===== config.mk =====
export PLATFORM = sky130hd
export DESIGN_NAME = dc_16to32
export DESIGN_NICKNAME = d
export VERILOG_FILES = /design/src/rtl/dc_16to32.sv
export SDC_FILE = /design/constraint.sdc
export NUM_CORES = 1
export LEC_CHECK = 0
export ABC_CLOCK_PERIOD_IN_PS = 4400
export CAP_MARGIN = 0
export CORE_MARGIN = 1
export CORE_UTILIZATION = 45
export CTS_CLUSTER_DIAMETER = 100
export DETAILED_ROUTE_END_ITERATION = 12
export PLACE_DENSITY = 0.77
export SETUP_SLACK_MARGIN = 0.3
export SLEW_MARGIN = 40
export SYNTH_ARGS = -nofsm -noshare
export SYNTH_HDL_FRONTEND = slang
export SYNTH_SLANG_ARGS = --single-unit
export TNS_END_PERCENT = 50

===== constraint.sdc =====
create_clock -name clk -period 4.4 [get_ports clk]
set_input_delay 0.88 -clock clk [delete_from_list [all_inputs] [get_ports clk]]
set_output_delay 0.88 -clock clk [all_outputs]
set_load 0.02 [all_outputs]

===== src/rtl/dc_16to32.sv =====
// Halfword-to-word packer: pairs 16-bit beats into 32-bit words through a hold
// register and a 2-entry output FIFO. It flushes orphaned halfwords and pulses an error when it does.
module dc_16to32 #(
  parameter logic [15:0] PAD_VAL = 16'h0000
) (
  input  logic        clk,
  input  logic        rst,
  input  logic [15:0] s_data_i,
  input  logic        s_sof,
  input  logic        s_eof,
  input  logic        s_vld_i,
  output logic        s_rdy_o,
  output logic [31:0] m_data_o,
  output logic [1:0]  m_keep_o,
  output logic        m_sof,
  output logic        m_eof,
  output logic        m_vld_o,
  input  logic        m_rdy_i,
  output logic        err_o,
  output logic [7:0]  err_cnt_o
);

  typedef enum logic [1:0] {EMPTY, HALF, TAIL} state_t;

  state_t      state_reg, state_next;
  logic [15:0] lo_reg, lo_next;
  logic        lo_sof_reg, lo_sof_next;

  // FIFO entry layout: {data[31:0], keep[1:0], sof, eof}
  logic [35:0] entry_reg [2];
  logic        wr_ptr_reg, rd_ptr_reg;
  logic [1:0]  count_reg;
  logic [35:0] head;

  logic        accept, pop, push, flush;
  logic [35:0] push_word;
  logic        err_reg;
  logic [7:0]  err_cnt_reg;

  // Ready depends only on registered state and rst, never on m_rdy_i.
  assign s_rdy_o = !rst && (count_reg != 2'd2) && (state_reg != TAIL);
  assign accept  = s_vld_i && s_rdy_o;

  assign m_vld_o  = !rst && (count_reg != 2'd0);
  assign pop      = m_vld_o && m_rdy_i;
  assign head     = entry_reg[rd_ptr_reg];
  assign m_data_o = m_vld_o ? head[35:4] : 32'h0;
  assign m_keep_o = m_vld_o ? head[3:2]  : 2'b00;
  assign m_sof    = m_vld_o ? head[1]    : 1'b0;
  assign m_eof    = m_vld_o ? head[0]    : 1'b0;

  assign err_o     = err_reg;
  assign err_cnt_o = err_cnt_reg;

  always_comb begin
    state_next  = state_reg;
    lo_next     = lo_reg;
    lo_sof_next = lo_sof_reg;
    push        = 1'b0;
    push_word   = 36'h0;
    flush       = 1'b0;
    case (state_reg)
      EMPTY: begin
        if (accept) begin
          if (s_eof) begin
            push      = 1'b1;
            push_word = {PAD_VAL, s_data_i, 2'b01, s_sof, 1'b1};
          end else begin
            lo_next     = s_data_i;
            lo_sof_next = s_sof;
            state_next  = HALF;
          end
        end
      end
      HALF: begin
        if (accept) begin
          if (!s_sof) begin
            push       = 1'b1;
            push_word  = {s_data_i, lo_reg, 2'b11, lo_sof_reg, s_eof};
            state_next = EMPTY;
          end else begin
            // A new frame started before this one closed: emit the lone halfword.
            push        = 1'b1;
            push_word   = {PAD_VAL, lo_reg, 2'b01, lo_sof_reg, 1'b1};
            flush       = 1'b1;
            lo_next     = s_data_i;
            lo_sof_next = 1'b1;
            state_next  = s_eof ? TAIL : HALF;
          end
        end
      end
      TAIL: begin
        if (count_reg != 2'd2) begin
          push       = 1'b1;
          push_word  = {PAD_VAL, lo_reg, 2'b01, 1'b1, 1'b1};
          state_next = EMPTY;
        end
      end
      default: state_next = EMPTY;
    endcase
  end

  always_ff @(posedge clk) begin
    if (rst) begin
      state_reg   <= EMPTY;
      lo_reg      <= 16'h0;
      lo_sof_reg  <= 1'b0;
      wr_ptr_reg  <= 1'b0;
      rd_ptr_reg  <= 1'b0;
      count_reg   <= 2'd0;
      err_reg     <= 1'b0;
      err_cnt_reg <= 8'h0;
    end else begin
      state_reg  <= state_next;
      lo_reg     <= lo_next;
      lo_sof_reg <= lo_sof_next;
      err_reg    <= flush;
      if (flush && err_cnt_reg != 8'hFF)
        err_cnt_reg <= err_cnt_reg + 8'd1;
      if (push)
        wr_ptr_reg <= !wr_ptr_reg;
      if (pop)
        rd_ptr_reg <= !rd_ptr_reg;
      case ({push, pop})
        2'b10:   count_reg <= count_reg + 2'd1;
        2'b01:   count_reg <= count_reg - 2'd1;
        default: count_reg <= count_reg;
      endcase
    end
  end

  generate
    for (genvar gi = 0; gi < 2; gi++) begin : g_entry
      always_ff @(posedge clk) begin
        if (rst)
          entry_reg[gi] <= 36'h0;
        else if (push && (wr_ptr_reg == 1'(gi)))
          entry_reg[gi] <= push_word;
      end
    end
  endgenerate

endmodule


Word level (Yosys, flattened, before mapping)
Memory sizes are Yosys's and may differ from the RTL's. A register that Yosys moved wholly into a read port is not among the register bits.
Cells that the tools add are included.
{ "op_classes": {"add_sub_neg": 3, "n_eq_ne": 12, "mux": 48, "n_bitwise": 3, "n_reduce_logical": 17} }
{ "ops": {"columns": ["cell", "n"], "rows": [
  ["$mux W36", 4],
  ["$pmux W36 S3", 1],
  ["$mux W16", 4],
  ["$mux W20", 3],
  ["$mux W32", 1],
  ["$pmux W16 S2", 1],
  ["$mux W1", 23],
  ["$mux W2", 7],
  ["$ne A2 B2 Y1 const B", 7],
  ["$add A8 B1 Y8 const B", 1],
  ["$logic_and A1 B1 Y1", 8],
  ["$ne A8 B8 Y1 const B", 1],
  ["$pmux W2 S3", 1],
  ["$reduce_bool A2 Y1", 3],
  ["$reduce_and A5 Y1", 1],
  ["$eq A2 B1 Y1 const B", 2],
  ["$eq A2 B2 Y1 const B", 2],
  ["$pmux W2 S2", 1],
  ["$reduce_and A4 Y1", 1],
  ["$logic_not A1 Y1", 3],
  ["$pmux W1 S3", 1],
  ["$add A2 B1 Y2 const B", 1],
  ["$logic_not A2 Y1", 1],
  ["$or A1 B1 Y1", 2],
  ["other kinds (3)", 3]
]} }
{ "word_totals": {"ff_bits": 32, "mem_bits_rw": 72, "n_memories": 1} }
{ "memory_table": {"columns": ["name", "words", "width", "rd", "rd_ports_with_merged_regs", "wr", "line_no", "source"], "rows": [
  ["entry_reg", 2, 36, 1, 1, 2, "30", "logic [35:0] entry_reg [2];"]
]} }

Depth between registers and ports, before layout
Gate-level depths: netlist of the first run.
{ "logic_depth": {"depth_word": 11, "mapped_depth": 10} }

Worst setup path after synthesis of the first run
Ideal clock, no wire load.
{ "synth_path": {"kind": "input to register", "start": "input s_vld_i", "end": "memory entry_reg[0][0], enable pin", "setup_time_ns": 0.479, "t_arrival_ns": 4.260, "slack_ns": -0.340, "cell_stages": 7, "path_buffers": 2, "path_cell_list": "buf_6 > and4bb_1 > o21a_1 > buf_2 > or2_2 > inv_1 > o21ai_0"} }
{ "synth_lines": {"columns": ["element", "line_no", "source"], "rows": [
  ["from (decl)", "11", "input logic s_vld_i,"],
  ["to (decl)", "30", null]
]} }

Final worst setup path of the first run
{ "layout_path": {"start": "input rst", "end": "output m_data_o[12]"} }
{ "layout_between": {"elab_chain_len": 3} }
{ "layout_rtl": {"columns": ["element", "line_no", "source"], "rows": [
  ["from (decl)", "7", "input logic rst,"],
  ["$logic_not A1 Y1", "44", "assign m_vld_o = !rst && (count_reg != 2'd0);"],
  ["$logic_and A1 B1 Y1", "44", null],
  ["$mux W32", "47", "assign m_data_o = m_vld_o ? head[35:4] : 32'h0;"],
  ["to (decl)", "13", "output logic [31:0] m_data_o,"]
]} }
Every way passes these cells.

==> flow_metrics.env, run 1 <==
export IMPL_hold_viol=0
export IMPL_fp_dieH_um=105
export IMPL_syn_inst=423
export IMPL_drc=0
export IMPL_first_iter_violations=259
export IMPL_status="finished, final reports clean"
export IMPL_setup_ws_ns=0.606
export IMPL_wire_per_inst_um=15.9
export IMPL_wirelength_um=9910
export IMPL_die_area_um2=11100
export IMPL_ys_warn_count=0
export IMPL_grt_pass1_wl_um=16200
export IMPL_clkLatencyLatePin_ns=0.38
export IMPL_arrival_ns=2.91
export IMPL_track_usage=0.190
export IMPL_avgSynthCellArea_um2=11.4
export IMPL_cellPowerDensity_nw_per_um2=326
export IMPL_stdcell_area_um2=5780
export IMPL_die_x_um=105
export IMPL_min_period_over_period=0.862
export IMPL_critPathMostFrequentCell="clkdlybuf4s50_1"
export IMPL_antenna_found_initial=0
export IMPL_synthFlopType="edfxtp_1"
export IMPL_max_freq_mhz=264
export IMPL_cellLeakagePower_uw=0.00208
export IMPL_syn_cell_area_um2=4810
export IMPL_path_class="in2out"
export IMPL_postCtsSetupBuffers=0
export IMPL_slew_violations=0
export IMPL_synth_area_top_cells="edfxtp_1 (45%), dfxtp_1 (14%), mux2i_1 (11%)"
export IMPL_coreArea_um2=10300
export IMPL_worstMarginPinSlew_ns=0.795
export IMPL_rsz0062_at_grt="no"
export IMPL_setup_viol=0
export IMPL_post_route_util=0.560
export IMPL_clkSlewWorstSetupHoldPaths_ns=0.10
export IMPL_holdBufCountCts=0
export IMPL_critPathMaxFanout=37
export IMPL_synth_common_cells="nor2_1 (99), edfxtp_1 (72), mux2i_1 (54)"
export IMPL_synth_most_common_cell="nor2_1"
export IMPL_synth_seq_cells=105
export IMPL_grt_pass1_vias=3328
export IMPL_cts_tree="yes"
export IMPL_vias_per_cell=5.39
export IMPL_cts_buffer_depth=2
export IMPL_slew_headroom=0.470
export IMPL_ys_seq_area_frac=0.587
export IMPL_via_count=3366
export IMPL_root_buffer="clkbuf_8"
export IMPL_fin_skew_ns=0.00758
export IMPL_dp_hpwl_um=6550
export IMPL_worstPathRequired_ns=3.52
export IMPL_maxCapViolCount=0
export IMPL_yosysTopAreaCell="edfxtp_1"
export IMPL_cp_end_kind="primary output"
export IMPL_cts_resized_gates=0
export IMPL_min_period_ns=3.79
export IMPL_dp_slack_ns=0.603
export IMPL_register_area_um2=2820
export IMPL_drive_gt1_frac=0.0758
export IMPL_cpMaxStageDelayCell="clkdlybuf4s50_1"
export IMPL_fin_setup_tns_ns=0
export IMPL_dpl_cell_area_um2=5600
export IMPL_grt_ovfl_total=0
export IMPL_timing_critical_path_cells="clkdlybuf4s50_1 -> inv_1 -> o21ai_2 -> buf_4 -> nor2_1 -> clkdlybuf4s50_1"
export IMPL_multiInputGateArea_um2=1820
export IMPL_first_pass_iters=5
export IMPL_initial_core_util=0.466
export IMPL_synth_edf_count=72
export IMPL_cts_buffers=9
export IMPL_nFillCells=857
export IMPL_crit_path_start_kind="input pin"
export IMPL_slowest_delay_ns=0.66
export IMPL_ir_drop_mv=0.167
export IMPL_grt_max_degree=38
export IMPL_ant_nets=0
export IMPL_yosysUniqueCellTypes=49
export IMPL_n_antenna_cell=0
export IMPL_fin_nets=507
export IMPL_synth_top_area_frac=0.450
export IMPL_largest_reg_flops=72
export IMPL_hold_path_class="reg2reg"
export IMPL_power_uw=1880
export IMPL_synthArstFlopShare=0
export IMPL_io_buffers=68
export IMPL_pin_count=69
export IMPL_syn_to_final_growth_pct=20.2
export IMPL_cts_sinks=105
export IMPL_cts_htree_levels=3
export IMPL_syn_nets=447
export IMPL_globalplace_congestion=0.754
export IMPL_rows=37
-- cell type report --
| cell class | count | share of cell area |
|---|---|---|
| Timing Repair Buffer | 77 | 0.132 |
| Inverter | 8 | 0.00519 |
| Clock buffer | 9 | 0.0214 |
| Sequential cell | 105 | 0.489 |
| Clock inverter | 7 | 0.00931 |
| Multi-Input combinational cell | 282 | 0.314 |
| Tap cell | 136 | 0.0294 |
-- per-layer routing --
metal	vias up	routed length, um	global-route usage	share of wire
met5	-	0	0	0
li1	1629	-	-	-
met2	99	5090	0.333	0.51
met4	0	134	0.0785	0.014
met1	1628	4170	0.237	0.42
met3	10	515	0.0241	0.052
-- logic make-up (layout without fill, tap and decap cells) --
| kind of cell | after synthesis | after routing | synth area share |
|---|---|---|---|
| XOR/XNOR | 3 | 3 | 0.00546 |
| buffers and inverters | 36 | 101 | 0.0393 |
| adder cells (fa/ha/maj) | 2 | 2 | 0.00520 |
| flip-flops | 105 | 105 | 0.587 |
| multiplexers | 55 | 55 | 0.115 |
| AND/OR/NAND/NOR | 176 | 176 | 0.180 |
| AO/OA/AOI/OAI | 46 | 46 | 0.0682 |
-- critical path, delay by kind of cell --
family	cells	cell delay [ns]
buffers and inverters	4	1.78
AND/OR/NAND/NOR	1	0.11
AO/OA/AOI/OAI	1	0.10
-- report_power, final --
part	switching, uW	internal (uW)
registers	24.0	1100
logic	121	90.8
clock network	341	212
-- metrics by stage --
step | hold slack [ns] | cells
floorplan | 0.464 | 423
global placement | 0.477 | 606
detailed placement | 0.491 | 608
CTS | 0.517 | 624
global route | 0.541 | 624
finish | 0.515 | 624
-- worst paths after layout --
check	startpoint	slack, ns	cells past startpoint	to
worst max-delay path	rst	0.61	6	m_data_o[12]
worst min-delay path	lo_reg[7]	0.51	2	lo_reg[7]
worst max register to register	count_reg[0]	1.96	7	count_reg[1]
worst min register to register	lo_reg[7]	0.51	2	lo_reg[7]
-- layout by cell type, fill, tap and decap left out, types with 4 or more instances in the layout --
cell,synthesis,final
inv_1,7,7
and3_1,16,16
nor3_1,5,5
nor2b_1,4,4
clkbuf_8,0,9
nand2_1,7,7
dfxtp_1,33,32
mux2i_1,54,54
nand3_1,4,4
clkdlybuf4s50_1,0,68
and2_1,19,19
buf_4,0,7
a22oi_1,16,16
nor2_1,99,99
o21ai_0,7,6
a21oi_1,10,10
edfxtp_1,72,72
No activity file was read; power rests on OpenSTA's default activity.
==> inputs of run 2 (changes only) <==
--- a/config.mk
+++ b/config.mk
@@ -13,6 +13,7 @@
 export DETAILED_ROUTE_END_ITERATION = 12
 export PLACE_DENSITY = 0.77
 export SETUP_SLACK_MARGIN = 0.3
+export SKIP_CTS_REPAIR_TIMING = 1
 export SLEW_MARGIN = 40
 export SYNTH_ARGS = -nofsm -noshare
 export SYNTH_HDL_FRONTEND = slang
==> results of run 2 <==
Same layout as run 1: the final DEF is identical, and so are final timing and power.
==> inputs of run 3 (changes only) <==
--- a/config.mk
+++ b/config.mk
@@ -18,4 +18,4 @@
 export SYNTH_ARGS = -nofsm -noshare
 export SYNTH_HDL_FRONTEND = slang
 export SYNTH_SLANG_ARGS = --single-unit
-export TNS_END_PERCENT = 50
+export TNS_END_PERCENT = 5
==> results of run 3 <==
Same layout as run 1: the final DEF is identical, and so are final timing and power.
